<file path="config.mk">
export PLATFORM = sky130hd
export DESIGN_NAME = gray_rx_monitor
export DESIGN_NICKNAME = d
export VERILOG_FILES = /design/src/rtl/gray_rx_monitor.sv
export SDC_FILE = /design/constraint.sdc
export NUM_CORES = 1
export LEC_CHECK = 0
export BUFFER_PORTS_ARGS = -buffer_cell sky130_fd_sc_hd__buf_2
export CORE_MARGIN = 5
export CORE_UTILIZATION = 30
export CTS_CLUSTER_SIZE = 28
export DETAILED_ROUTE_END_ITERATION = 8
export PLACE_DENSITY = 0.49
export SLEW_MARGIN = 30
export SYNTH_ARGS = -nofsm -noshare
export SYNTH_HDL_FRONTEND = slang
export SYNTH_SLANG_ARGS = --single-unit
export TNS_END_PERCENT = 1
</file>
<file path="constraint.sdc">
create_clock -name clk -period 7 [get_ports clk]
set_input_delay 0.35 -clock clk [delete_from_list [all_inputs] [get_ports clk]]
set_output_delay 0.35 -clock clk [all_outputs]
set_load 0.02 [all_outputs]
</file>
<file path="src/rtl/gray_rx_monitor.sv">
// gray_rx_monitor: synchronises a Gray-coded counter, decodes it, checks each step and counts wraps
module gray_rx_monitor #(
    parameter int CBITS       = 9,
    parameter int SYNC_STAGES = 2,
    parameter int WBITS       = 8
) (
    input  logic             clk,
    input  logic             rst,
    input  logic [CBITS-1:0] gray_in,
    input  logic             sig_in,
    input  logic             clr_err,
    output logic [CBITS-1:0] bin_out,
    output logic             bin_vld,
    output logic             wrap_pulse,
    output logic [WBITS-1:0] wrap_cnt,
    output logic             step_err
);
    typedef enum logic [1:0] {FILL, ACQ, TRACK, ERR} state_t;
    localparam logic [2:0] FILL_END = 3'(SYNC_STAGES - 1);
    state_t state, next;
    logic [CBITS-1:0] gsync [SYNC_STAGES];
    logic [SYNC_STAGES-1:0] ssync;
    logic [CBITS-1:0] gs, b, prev_gray, prev_bin, diff;
    logic ss, ez, clr, ok_step, bad, do_step, do_err, do_wrap, cap;
    logic [2:0] fill;
    assign gs = gsync[SYNC_STAGES-1];
    assign ss = ssync[SYNC_STAGES-1];
    assign diff = gs ^ prev_gray;
    assign clr = clr_err && state != FILL;
    always_comb begin
        b = '0;
        for (int i = 0; i < CBITS; i++) b[i] = ^(gs >> i);
    end
    always_ff @(posedge clk or negedge rst) begin
        if (!rst) begin
            for (int i = 0; i < SYNC_STAGES; i++) gsync[i] <= '0;
            ssync <= '0;
        end else begin
            gsync[0] <= gray_in;
            ssync[0] <= sig_in;
            for (int i = 1; i < SYNC_STAGES; i++) begin
                gsync[i] <= gsync[i-1];
                ssync[i] <= ssync[i-1];
            end
        end
    end
    always_ff @(posedge clk or negedge rst) begin
        if (!rst) state <= FILL;
        else state <= next;
    end
    always_comb begin
        next = state;
        case (state)
            FILL:    next = (fill == FILL_END) ? ACQ : FILL;
            ACQ:     next = TRACK;
            TRACK:   next = bad ? ERR : TRACK;
            default: next = ERR;
        endcase
        if (clr) next = ACQ;
    end
    // a pending marker turns any non-zero forward step into an error
    always_comb begin
        ok_step = $onehot(diff) && b == prev_bin + CBITS'(1) && (!ez || b == '0);
        bad = diff != '0 && !ok_step;
        do_step = state == TRACK && !clr && ok_step;
        do_err = state == TRACK && !clr && bad;
        do_wrap = do_step && &prev_bin && b == '0;
        cap = state == ACQ || do_step;
    end
    always_ff @(posedge clk or negedge rst) begin
        if (!rst) begin
            fill       <= '0;
            bin_out    <= '0;
            bin_vld    <= 1'b0;
            wrap_pulse <= 1'b0;
            wrap_cnt   <= '0;
            step_err   <= 1'b0;
            prev_gray  <= '0;
            prev_bin   <= '0;
            ez         <= 1'b0;
        end else begin
            if (state == FILL) fill <= fill + 3'd1;
            bin_out    <= b;
            bin_vld    <= next == TRACK;
            wrap_pulse <= do_wrap;
            if (do_wrap && !(&wrap_cnt)) wrap_cnt <= wrap_cnt + WBITS'(1);
            if (cap) begin
                prev_gray <= gs;
                prev_bin  <= b;
            end
            step_err <= clr ? 1'b0 : (do_err ? 1'b1 : step_err);
            ez <= clr ? 1'b0 : (state != TRACK) ? ez : (do_step ? ss : (ez | ss));
        end
    end
endmodule

</file>
**Word-level counts from Yosys, hierarchy flattened**

Cells that the tools add are included.

- Register bits after elaboration: 64
- Input bits: 13
- Output and inout port bits: 20
- Logic and storage cells: 75

- $add $sub $neg: 11
- Equal/unequal tests: 8
- Mux-type cells: 9
- Bitwise gates (word level): 2
- Reduce and logical (&&, ||, !) cells: 32

Operator list:

| operator | number |
|---|---|
| XOR reduction 9 bit | 9 |
| logical AND 1 bit | 10 |
| adder 9 x 1 -> 9 bit, second input constant | 1 |
| equality test 9 bit | 1 |
| logical NOT 9 bit | 1 |
| AND reduction 9 bit | 1 |
| nonzero test 9 bit | 1 |
| bitwise XOR 9 bit | 1 |
| adder 1 x 1 -> 2 bit | 4 |
| adder 8 x 1 -> 8 bit, second input constant | 1 |
| AND reduction 8 bit | 1 |
| two-way mux 1 bit | 7 |
| adder 2 x 2 -> 3 bit | 2 |
| case mux 2 bit (3 select lines) | 1 |
| adder 3 x 3 -> 4 bit | 1 |
| adder 4 x 1 -> 4 bit | 1 |
| equality test 2 bit, second input constant | 2 |
| equality test 4 x 1 -> 1 bit, second input constant | 1 |
| logical NOT 1 bit | 4 |
| != test 2 bit, second input constant | 2 |
| nonzero test 2 bit | 2 |
| adder 3 x 1 -> 3 bit, second input constant | 1 |
| equality test 3 x 1 -> 1 bit, second input constant | 1 |
| equality test 2 x 1 -> 1 bit, second input constant | 1 |
| 4 further kinds | 5 |

**Depth between registers and ports, before layout**

Gate-level depths: netlist of the first run.

- Word-level depth: 14
- Gate-level depth with buffers: 17
- Mapped depth without buffers: 16

**Least setup slack after synthesis of the first run**

Ideal clock, no wire load.

- Kind: reg2reg
- Start point: register gsync, in the netlist gs[0]
- End point: register prev_gray[0]
- Data arrival time: 4.530 ns
- Required time: 6.875 ns
- Setup slack: 2.345 ns
- Cell stages (with the launch flop): 15
- Path buffers: 0
- Clock period less this slack: 4.655 ns
- Cells stage by stage: dfrtp_1 -> xnor2_1 -> inv_1 -> fa_1 -> inv_1 -> fa_1 -> fa_1 -> fa_1 -> fa_1 -> nor4b_1 -> nand3_1 -> nor4_4 -> nand3_2 -> o21ai_4 -> mux2_2

- Cells in the longest elaborated chain, start to end: 10

Ends and longest elaborated chain:

| element | line | text |
|---|---|---|
| from (decl) | 21 | `logic [CBITS-1:0] gsync [SYNC_STAGES];` |
| from (signal, indexed assignment) | 42 | `gsync[i] <= gsync[i-1];` |
| bitwise XOR 9 bit | 28 | `assign diff = gs ^ prev_gray;` |
| adder 1 x 1 -> 2 bit (implied by the code) | 63 | `ok_step = $onehot(diff) && b == prev_bin + CBITS'(1) && (!ez \|\| b == '0);` |
| adder 2 x 2 -> 3 bit (implied by the code) | 63 |  |
| adder 3 x 3 -> 4 bit (implied by the code) | 63 |  |
| adder 4 x 1 -> 4 bit (implied by the code) | 63 |  |
| equality test 4 x 1 -> 1 bit | 63 |  |
| logical AND 1 bit (2 in series) | 63 |  |
| logical AND 1 bit | 65 | `do_step = state == TRACK && !clr && ok_step;` |
| logical OR 1 bit | 68 | `cap = state == ACQ \|\| do_step;` |
| to (signal assigned) | 88 | `prev_gray <= gs;` |
| to (decl) | 23 | `logic [CBITS-1:0] gs, b, prev_gray, prev_bin, diff;` |

Parallel ways exist; a longest one is shown, timed or not.
A chain may end at the register's enable or synchronous reset.

**Worst setup path after layout of the first run**

- Start point: register gsync, in the netlist gs[0]
- End point: register prev_bin[1]

- Cells in the longest elaborated chain, start to end: 10

Ends and longest elaborated chain:

| element | line | text |
|---|---|---|
| bitwise XOR 9 bit | 28 |  |
| adder 1 x 1 -> 2 bit (implied by the code) | 63 |  |
| adder 2 x 2 -> 3 bit (implied by the code) | 63 |  |
| adder 3 x 3 -> 4 bit (implied by the code) | 63 |  |
| adder 4 x 1 -> 4 bit (implied by the code) | 63 |  |
| equality test 4 x 1 -> 1 bit | 63 |  |
| logical AND 1 bit | 63 |  |
| logical AND 1 bit * | 63 |  |
| logical AND 1 bit * | 65 |  |
| logical OR 1 bit * | 68 |  |
| to (signal assigned) | 79 | `prev_bin <= '0;` |
| to (signal assigned) | 89 | `prev_bin <= b;` |
| to (decl) | 23 |  |

Every way passes the cells marked *; elsewhere a longest branch is shown, timed or not.

==> metrics.txt, run 1 <==
placed cell area=0.00347 mm2; Net Sw Frac=38.9%; Worst path slowest cell=fa_1; share of cells above drive strength 1=21.0%; initial core utilization=30.7%; CP delay by family, top=adder cells; vias in the first global route=1927; Clock power frac=18.4%; # rows=37; Seq pwr share=37.4%; die width=113 um; Yosys reg bits=63; Post-Place Cells=430; Mapped Area=0.00317 mm2; Leak Pwr=1.61 nW; count leader, synth=dfrtp_1; EDFF count, synth=0; CP cell instances=xnor2_1 > inv_1 > fa_1 > inv_1 > fa_1 > fa_1 > fa_1 > fa_1 > nor4b_1 > nand3_1 > nor4_4 > nand4_1 > or3b_1 > nand3_1; DRT Wirelength=5920 um; peak supply drop=0.000155 V; ant diodes=0; endpoints failing hold=0; clock tree sinks=63; Reg area=0.00158 mm2; # DRC=0; PwrDens=397 mW/mm2; Die H=113 um; # port buffers=32; CTS tree=yes; CP required=7.27 ns; Worst Hold Class=primary input to flop; PostCTS Resize Cnt=0; combinational power share=44.2%; area of the multi-input gates=0.00150 mm2; Synth area leaders=dfrtp_1, xnor2_1, mux2_2; fin crit share=73.5%; Overflow after GRT=0; root buffer cell=clkbuf_8; Crit path largest cell delay=0.53 ns; Int Power=0.879 mW; Post-Synthesis Net Count=296; critical-path maximum fanout=16; crit path launch type=flop; Tot Pwr=1.44 mW; Post-Layout Cell Count=446; Core Region=0.0103 mm2; Post-Syn Instances=270; Post-CTS Hold Fix Bufs=0; hold_ws=0.116 ns; largest net degree at the start of global routing=64; H-tree levels=3; # IOs=33; Crit path arrival time=5.41 ns; Num CTS Buffers=9; Post-DP HPWL=4180 um; final setup violation count=0; global-route wire length before repair=9930 um; worst slew margin relative to its limit=41.6%; warnings from Yosys=0; drt via density=4.56; Area Growth Syn to Fin=14.5%; Slew Viols, Final=0; DR vias=2032; gr usage total=9.93%; switching power=0.560 mW; full die area=0.0127 mm2; CP bufs+invs=2; Final Net Count=331; # Post-CTS Setup Buffers=0; RePlAce Congestion=0.767; sequential element share of the synthesized area=49.8%; Worst Max-Slew Pin Slew=0.876 ns; Max Cap Viol=0; DRT iter0 DRCs=46; status=finished clean; Async SR Flop Fraction=100%; unrepaired setup endpoints after global routing=no; fill count=1039; Mean Syn Cell Area=11.7 um2; Synth top area share=49.8%; crit path capture type=flop; remaining antenna violation count=0; routed len/inst=13.3 um; CTS max path bufs=2; Synth area leader=dfrtp_1; Period minus WS final=5.15 ns; Main synth FF type=dfrtp_1; initial antenna violation count=0; most frequent CP cell=fa_1; clock latency on the worst-skew pair=0.34 ns; final non-filler cell area=0.00363 mm2; CTS clk-pin slew, worst paths=0.07 ns; most frequent cells after synthesis=dfrtp_1, xnor2_1, nand2_1; Synth cell types=47; Setup TNS=0 ns; clk_skew=0.00883 ns; Max Fclk=0.194 GHz; crit path kind=flop to flop; first-pass iteration count of the detailed router=4
[stage by stage]
stage,utilization (%),setup slack (ns)
CTS,35.1,1.88
floorplan,-,2.35
global route,35.1,1.41
finish,35.1,1.85
global placement,33.6,2.00
detailed placement,33.6,1.91
[flip-flops by register name, summed over array words and instances (netlist names)]
name	flops
step_err	1
ssync	2
gsync	9
fill	3
wrap_pulse	1
wrap_cnt	8
ez	1
bin_vld	1
gs	9
bin_out	9
prev_gray	9
state	2
prev_bin	8
[layer usage]
metal  global-route usage, %  vias up  share of wire, %
met3                    3.26        9               4.5
met1                    13.8      991                48
met5                       0        -                 0
li1                        -      999                 -
met2                    14.4       33                45
met4                    3.85        0               1.5
[final cells by class]
class                      count  area share (%)
clock buffer                  12            3.73
timing repair buffer          33            4.62
multi-input combinational    182            41.2
inverter                      16            1.66
clock inverter                 4           0.621
tap                          136            4.69
sequential                    63            43.5
[cells in the final DEF (no fill, tap or decap), drive strengths merged, types with 2 or more instances in the layout]
cell type | Yosys | layout
nor4b | 4 | 4
mux2i | 3 | 3
a21oi | 3 | 3
or3b | 5 | 5
nor2 | 12 | 12
nand3b | 8 | 8
and3 | 3 | 3
nor3 | 4 | 4
o211ai | 4 | 4
nor2b | 2 | 2
or3 | 4 | 4
buf | 1 | 33
nand3 | 13 | 13
xnor2 | 24 | 24
xnor3 | 2 | 2
dfrtp | 63 | 63
o311ai | 3 | 3
nand2 | 17 | 17
inv | 16 | 16
mux2 | 12 | 12
fa | 5 | 5
xor3 | 2 | 2
xor2 | 11 | 11
clkinv | 0 | 3
nand2b | 6 | 6
nand4 | 6 | 6
nor4 | 4 | 4
nor3b | 2 | 2
clkbuf | 8 | 12
o21ai | 7 | 7
ha | 8 | 8
[power groups by stage]
stage	logic, mW	registers [mW]	clock network [mW]
2_1_floorplan	0.518	0.526	0
3_3_place_gp	0.612	0.542	0
3_5_place_dp	0.637	0.545	0
4_1_cts	0.642	0.539	0.278
5_1_grt	0.723	0.555	0.292
6_report	0.636	0.538	0.264
[kinds of logic after synthesis]
logic type,after synthesis,synth area share (%)
xor gates and xnor gates,39,13.2
DFF,63,49.8
muxes,15,5.22
and+or+nand+nor,91,16.9
adders and majority gates,13,6.32
buffers and inverters,25,3.00
AOI/OAI and AO/OA,24,5.53
[path summary, 6_finish.rpt]
path / end / slack, ns / cells past startpoint / startpoint
setup / recovery: prev_bin[1] / 1.85 / 14 / gs[0]
hold / removal: gsync[13] / 0.12 / 1 / gray_in[4]
setup reg to reg: prev_bin[1] / 1.85 / 14 / gs[0]
hold reg to reg: gs[0] / 0.34 / 0 / gsync[9]
max in group asynchronous: gs[7] / 6.29 / 2 / rst
min in group asynchronous: bin_out[4] / 0.16 / 2 / rst
No activity file was read; power rests on OpenSTA's default activity.
==> run 2: changes to the inputs <==
==> constraint.sdc (replaced) <==
create_clock -name clk -period 5 [get_ports clk]
set_input_delay 0.25 -clock clk [delete_from_list [all_inputs] [get_ports clk]]
set_output_delay 0.25 -clock clk [all_outputs]
set_load 0.02 [all_outputs]
==> run 2 against run 1 <==
Non-clock buffer count is 18 higher. Fmax is 7.4% higher. Sequential power is 40% higher. Highest routed layer unchanged.
==> metrics.txt, run 2 (synthesized netlist as in run 1, its figures left out) <==
CTS tree=yes; Max Cap Viol=0 (unchanged); initial core utilization=30.7% (unchanged); Worst path slowest cell=fa_1; final non-filler cell area=0.00390 mm2 (+7.6%); Clock power frac=20.9% (+2.5 points); Net Sw Frac=37.2% (-1.7 points); root buffer cell=clkbuf_8; Final Net Count=349 (+5.4%); remaining antenna violation count=0 (unchanged); crit path capture type=flop; fin util=37.8% (+2.7 points); H-tree levels=3 (unchanged); ant diodes=0 (unchanged); commonest non-fill, non-tap cell in the layout=dfrtp_1; clk_skew=0.00791 ns (-0.000926 ns); placed cell area=0.00351 mm2 (+1.1%); Worst Max-Slew Pin Slew=0.869 ns (-0.00680 ns); # rows=37 (unchanged); peak supply drop=0.000283 V (+82%); hold_ws=0.0773 ns (-0.0391 ns); DRT Wirelength=6220 um (+5.2%); clock tree sinks=63 (unchanged); Slew Viols, Final=0 (unchanged); fin crit share=95.8% (+22 points); Seq pwr share=32.6% (-4.8 points); R2R setup slack=0.21 ns (-1.64 ns); reg2reg start=gs[0]; PwrDens=592 mW/mm2 (+49%); initial antenna violation count=0 (unchanged); full die area=0.0127 mm2 (unchanged); unrepaired setup endpoints after global routing=no; drt via density=4.59 (+0.64%); DR vias=2123 (+4.5%); switching power=0.860 mW (+54%); Int Power=1.45 mW (+65%); combinational power share=46.5% (+2.3 points); endpoints failing hold=0 (unchanged); RePlAce Congestion=0.736 (-4.1%); CTS clk-pin slew, worst paths=0.07 ns (about the same); Max Fclk=0.209 GHz (+7.4%); CP required=5.22 ns (-2.05 ns); # port buffers=32 (unchanged); crit path kind=flop to flop; final setup violation count=0 (unchanged); Crit path largest cell delay=0.54 ns (about the same); share of cells above drive strength 1=23.9% (+2.9 points); worst slew margin relative to its limit=42.0% (+0.45 points); most frequent CP cell=fa_1; Overflow after GRT=0 (unchanged); Setup TNS=0 ns (unchanged); fill count=997 (-4.0%); Post-Layout Cell Count=463 (+3.8%); Crit path arrival time=5.01 ns (-0.40 ns); Post-Place Cells=435 (+1.2%); CTS max path bufs=2 (unchanged); crit path launch type=flop; CP bufs+invs=3 (+1); Core Region=0.0103 mm2 (unchanged); reg2reg end=prev_gray[7]; Period minus WS final=4.79 ns (-0.357 ns); Post-DP HPWL=4330 um (+3.6%); clock latency on the worst-skew pair=0.34 ns (about the same); Worst Hold Class=primary input to async pin; R2R cell count=15 (+1); status=finished clean; CP cell instances=xnor2_2 > inv_1 > fa_1 > inv_1 > fa_1 > fa_1 > fa_1 > fa_1 > nor4b_4 > nand3_2 > nor4_4 > nand3_4 > o21ai_4 > buf_12 > mux2_2; routed len/inst=13.4 um (+1.3%); CP delay by family, top=adder cells; most frequent cells in the layout=dfrtp_1, buf_2, xnor2_1; DRT iter0 DRCs=73 (+59%); Num CTS Buffers=9 (unchanged); Area Growth Syn to Fin=23.2%; Die H=113 um (unchanged); vias in the first global route=2170 (+13%); largest net degree at the start of global routing=64 (unchanged); global-route wire length before repair=10900 um (+9.6%); gr usage total=10.7% (+0.78 points); first-pass iteration count of the detailed router=4 (unchanged); Leak Pwr=1.74 nW (+7.7%); # IOs=33 (unchanged); die width=113 um (unchanged); critical-path maximum fanout=9 (-7); # DRC=0 (unchanged)
-- run 2: changes by cell type in the layout (fill, tap and decap cells not counted), sizes merged --
cell,previous run,this run
dlygate4sd3,0,10
buf,33,41
bufinv,0,2
clkinv,3,0
-- run 2: area by class of cell --
cell class,instances,area (um2),share of cell area [%]
Clock inverter,3,67.6,1.73
Sequential cell,63,1580,40.4
Multi-Input combinational cell,182,1540,39.5
Inverter,16,60.1,1.54
Timing Repair Buffer,51,340,8.72
Tap cell,136,170,4.36
Clock buffer,12,145,3.72
-- run 2: worst max-delay path by stage --
stage | start | endpoint | depth (start not counted)
after global routing | gs[0] | prev_gray[3] | 15
after floorplan | gs[0] | prev_gray[0] | 14
after global placement | gs[0] | prev_gray[0] | 14
after CTS | gs[0] | prev_gray[1] | 14
after detailed placement | gs[0] | prev_gray[8] | 14
final | gs[0] | prev_gray[7] | 15
-- run 2: what timing repair did --
| action | in CTS | in global routing |
|---|---|---|
| endpoints found under the setup margin | 0 | 24 |
| hold endpoints to repair | 10 | 0 |
| gates resized for setup | 0 | 7 |
| hold buffers | 10 | 0 |
| buffers inserted | 0 | 3 |
-- run 2: power by group through the flow --
stage          sequential, mW  combinational, mW  clock, mW
3_5_place_dp            0.761              0.909          0
4_1_cts                 0.752              0.919      0.504
3_3_place_gp            0.757              0.864          0
5_1_grt                 0.774               1.22      0.525
6_report                0.753               1.08      0.483
2_1_floorplan           0.736              0.725          0
-- run 2: metrics by stage --
stage               setup WS [ns]  total power, mW
finish                      0.210             2.31
global route               0.0288             2.52
CTS                        0.0357             2.18
detailed placement         0.0390             1.67
global placement            0.108             1.62
floorplan                   0.345             1.46
-- run 2: layer usage --
layer | vias up | GRT usage, % | wire, um | share of wire, %
li1 | 1039 | - | - | -
met1 | 1044 | 13.8 | 2880 | 46
met2 | 29 | 16.6 | 2980 | 48
met3 | 11 | 3.05 | 218 | 3.5
met4 | 0 | 5.05 | 143 | 2.3
met5 | - | 0 | 0 | 0
==> run 3: changes to the inputs <==
--- a/config.mk
+++ b/config.mk
@@ -5,12 +5,12 @@
 export SDC_FILE = /design/constraint.sdc
 export NUM_CORES = 1
 export LEC_CHECK = 0
-export BUFFER_PORTS_ARGS = -buffer_cell sky130_fd_sc_hd__buf_2
-export CORE_MARGIN = 5
+export CORE_MARGIN = 3
 export CORE_UTILIZATION = 30
 export CTS_CLUSTER_SIZE = 28
 export DETAILED_ROUTE_END_ITERATION = 8
-export PLACE_DENSITY = 0.49
+export DONT_BUFFER_PORTS = 1
+export PLACE_DENSITY = 0.47
 export SLEW_MARGIN = 30
 export SYNTH_ARGS = -nofsm -noshare
 export SYNTH_HDL_FRONTEND = slang
==> run 3 against run 2 <==
Global-route usage grew 0.61 points. Via count shrank 5.2%. Final area shrank 4.4%. Core utilization shrank 0.50 points. Combinational power shrank 14%. Total power shrank 6.5%. Cell count shrank 7.3%. Die area shrank 7.0%. Register-to-register slack gained 0.05 ns. Clock skew grew 0.0016 ns. First-iteration DRC count grew 18%. Critical endpoint is now prev_gray[2].
==> metrics.txt, run 3 (synthesized netlist as in run 1, its figures left out) <==
Setup TNS=0 ns (unchanged); routed len/inst=14.1 um (+5.2%); crit path capture type=flop; PwrDens=579 mW/mm2 (-2.2%); # rows=36 (-2.7%); Final Net Count=317 (-9.2%); die width=109 um (-3.5%); Crit path arrival time=4.96 ns (-0.05 ns); Num CTS Buffers=9 (unchanged); Tot Pwr=2.16 mW (-6.5%); Crit path largest cell delay=0.54 ns (about the same); full die area=0.0118 mm2 (-7.0%); clk_skew=0.00952 ns (+0.00161 ns); vias in the first global route=1981 (-8.7%); H-tree levels=3 (unchanged); drt via density=4.69 (+2.3%); clock latency on the worst-skew pair=0.34 ns (about the same); Net Sw Frac=38.2% (+0.99 points); endpoints failing hold=0 (unchanged); CTS tree=yes; commonest non-fill, non-tap cell in the layout=dfrtp_1; Clock power frac=20.9% (about the same); Core Region=0.0100 mm2 (-3.1%); CP required=5.22 ns (about the same); CTS max path bufs=2 (unchanged); share of cells above drive strength 1=14.9% (-9.0 points); most frequent cells in the layout=dfrtp_1, xnor2_1, nand2_1; status=finished clean; switching power=0.826 mW (-4.1%); Leak Pwr=1.58 nW (-9.3%); final setup violation count=0 (unchanged); crit path kind=flop to flop; ant diodes=0 (unchanged); Die H=109 um (-3.5%); most frequent CP cell=fa_1; fin crit share=94.8% (-1.0 points); combinational power share=42.8% (-3.7 points); DR vias=2013 (-5.2%); CTS clk-pin slew, worst paths=0.07 ns (about the same); Period minus WS final=4.74 ns (-0.0516 ns); Slew Viols, Final=0 (unchanged); global-route wire length before repair=10100 um (-7.6%); RePlAce Congestion=0.775 (+5.3%); first-pass iteration count of the detailed router=4 (unchanged); # DRC=0 (unchanged); Worst Hold Class=primary input to flop; initial antenna violation count=0 (unchanged); clock tree sinks=63 (unchanged); Int Power=1.34 mW (-8.0%); fill count=1007 (+1.0%); crit path launch type=flop; pre-CTS setup slack=0.0618 ns (+0.0229 ns); Worst Max-Slew Pin Slew=0.871 ns (+0.00197 ns); root buffer cell=clkbuf_8; # port buffers=0 (-100%); critical-path maximum fanout=9 (unchanged); DRT iter0 DRCs=86 (+18%); Max Cap Viol=0 (unchanged); Max Fclk=0.211 GHz (+1.1%); Worst path slowest cell=fa_1; worst slew margin relative to its limit=41.9% (-0.13 points); Post-DP HPWL=4230 um (-2.2%); Area Growth Syn to Fin=17.8%; largest net degree at the start of global routing=64 (unchanged); Hold Crit Depth=1; DRT Wirelength=6070 um (-2.5%); unrepaired setup endpoints after global routing=no; Seq pwr share=36.3% (+3.7 points); remaining antenna violation count=0 (unchanged); CP cell instances=xnor2_1 > inv_1 > fa_1 > inv_1 > fa_1 > fa_1 > fa_1 > fa_1 > nor4b_2 > nand3_1 > nor4_4 > nand3_4 > o21ai_4 > buf_12 > mux2_2; Overflow after GRT=0 (unchanged); R2R cell count=15 (unchanged); peak supply drop=0.000270 V (-4.7%); post-route setup slack=0.262 ns (+0.0516 ns); # IOs=33 (unchanged); initial core utilization=31.7% (+0.99 points); gr usage total=11.3% (+0.61 points)
## run 3: timing repair
| action | CTS | global route |
|---|---|---|
| setup buffers | 0 | 1 |
| gates resized for setup | 0 | 3 |
| endpoints found under the hold margin | 75 | 0 |
| hold buffers | 13 | 0 |
| endpoints found under the setup margin | 0 | 14 |
## run 3: final cells by class
type	instances	area, um2	area share [%]
Sequential cell	63	1580	42.3
Clock buffer	10	138	3.69
Tap cell	133	166	4.46
Timing Repair Buffer	19	205	5.50
Clock inverter	6	70.1	1.88
Multi-Input combinational cell	182	1510	40.6
Inverter	16	60.1	1.61
## run 3: routing by layer
metal / vias up / track usage, % / part of all wire, %
li1: 973 / - / -
met1: 999 / 15.8 / 49
met2: 34 / 16.2 / 45
met3: 7 / 3.43 / 3.8
met4: 0 / 4.87 / 1.8
met5: - / 0 / 0
## run 3: worst paths after layout
path | from | end | slack [ns]
worst min register to register | gsync[15] | gs[6] | 0.35
worst max-delay path | gs[0] | prev_gray[2] | 0.26
worst max register to register | gs[0] | prev_gray[2] | 0.26
min in group asynchronous | rst | bin_out[6] | 0.45
worst min-delay path | clr_err | ez | 0.03
max in group asynchronous | rst | step_err | 4.29
## run 3: metrics by stage
step / cell area [um2] / instances / util [%] / hold slack [ns]
after detailed placement: 3340 / 399 / 33.4 / -0.0437
after CTS: 3690 / 428 / 36.9 / 0.00311
after global routing: 3730 / 429 / 37.3 / 0.00229
final: 3730 / 429 / 37.3 / 0.0250
after global placement: 3340 / 399 / 33.4 / -0.0435
after floorplan: 3170 / 270 / - / -0.0456
## run 3: critical path: cells and delay by family (launching register included)
kind	cells	cell delay, ns
muxes	1	0.33
adders and majority gates	5	2.38
xor gates and xnor gates	1	0.20
and+or+nand+nor	4	0.83
buffers and inverters	3	0.28
DFF	1	0.39
AOI/OAI and AO/OA	1	0.22
## run 3: power by group through the flow
stage | Combinational (mW) | Clock, mW | Sequential [mW]
after detailed placement | 0.839 | 0 | 0.797
after CTS | 0.863 | 0.474 | 0.787
after floorplan | 0.725 | 0 | 0.736
after global placement | 0.802 | 0 | 0.794
final | 0.924 | 0.451 | 0.785
after global routing | 1.05 | 0.490 | 0.810
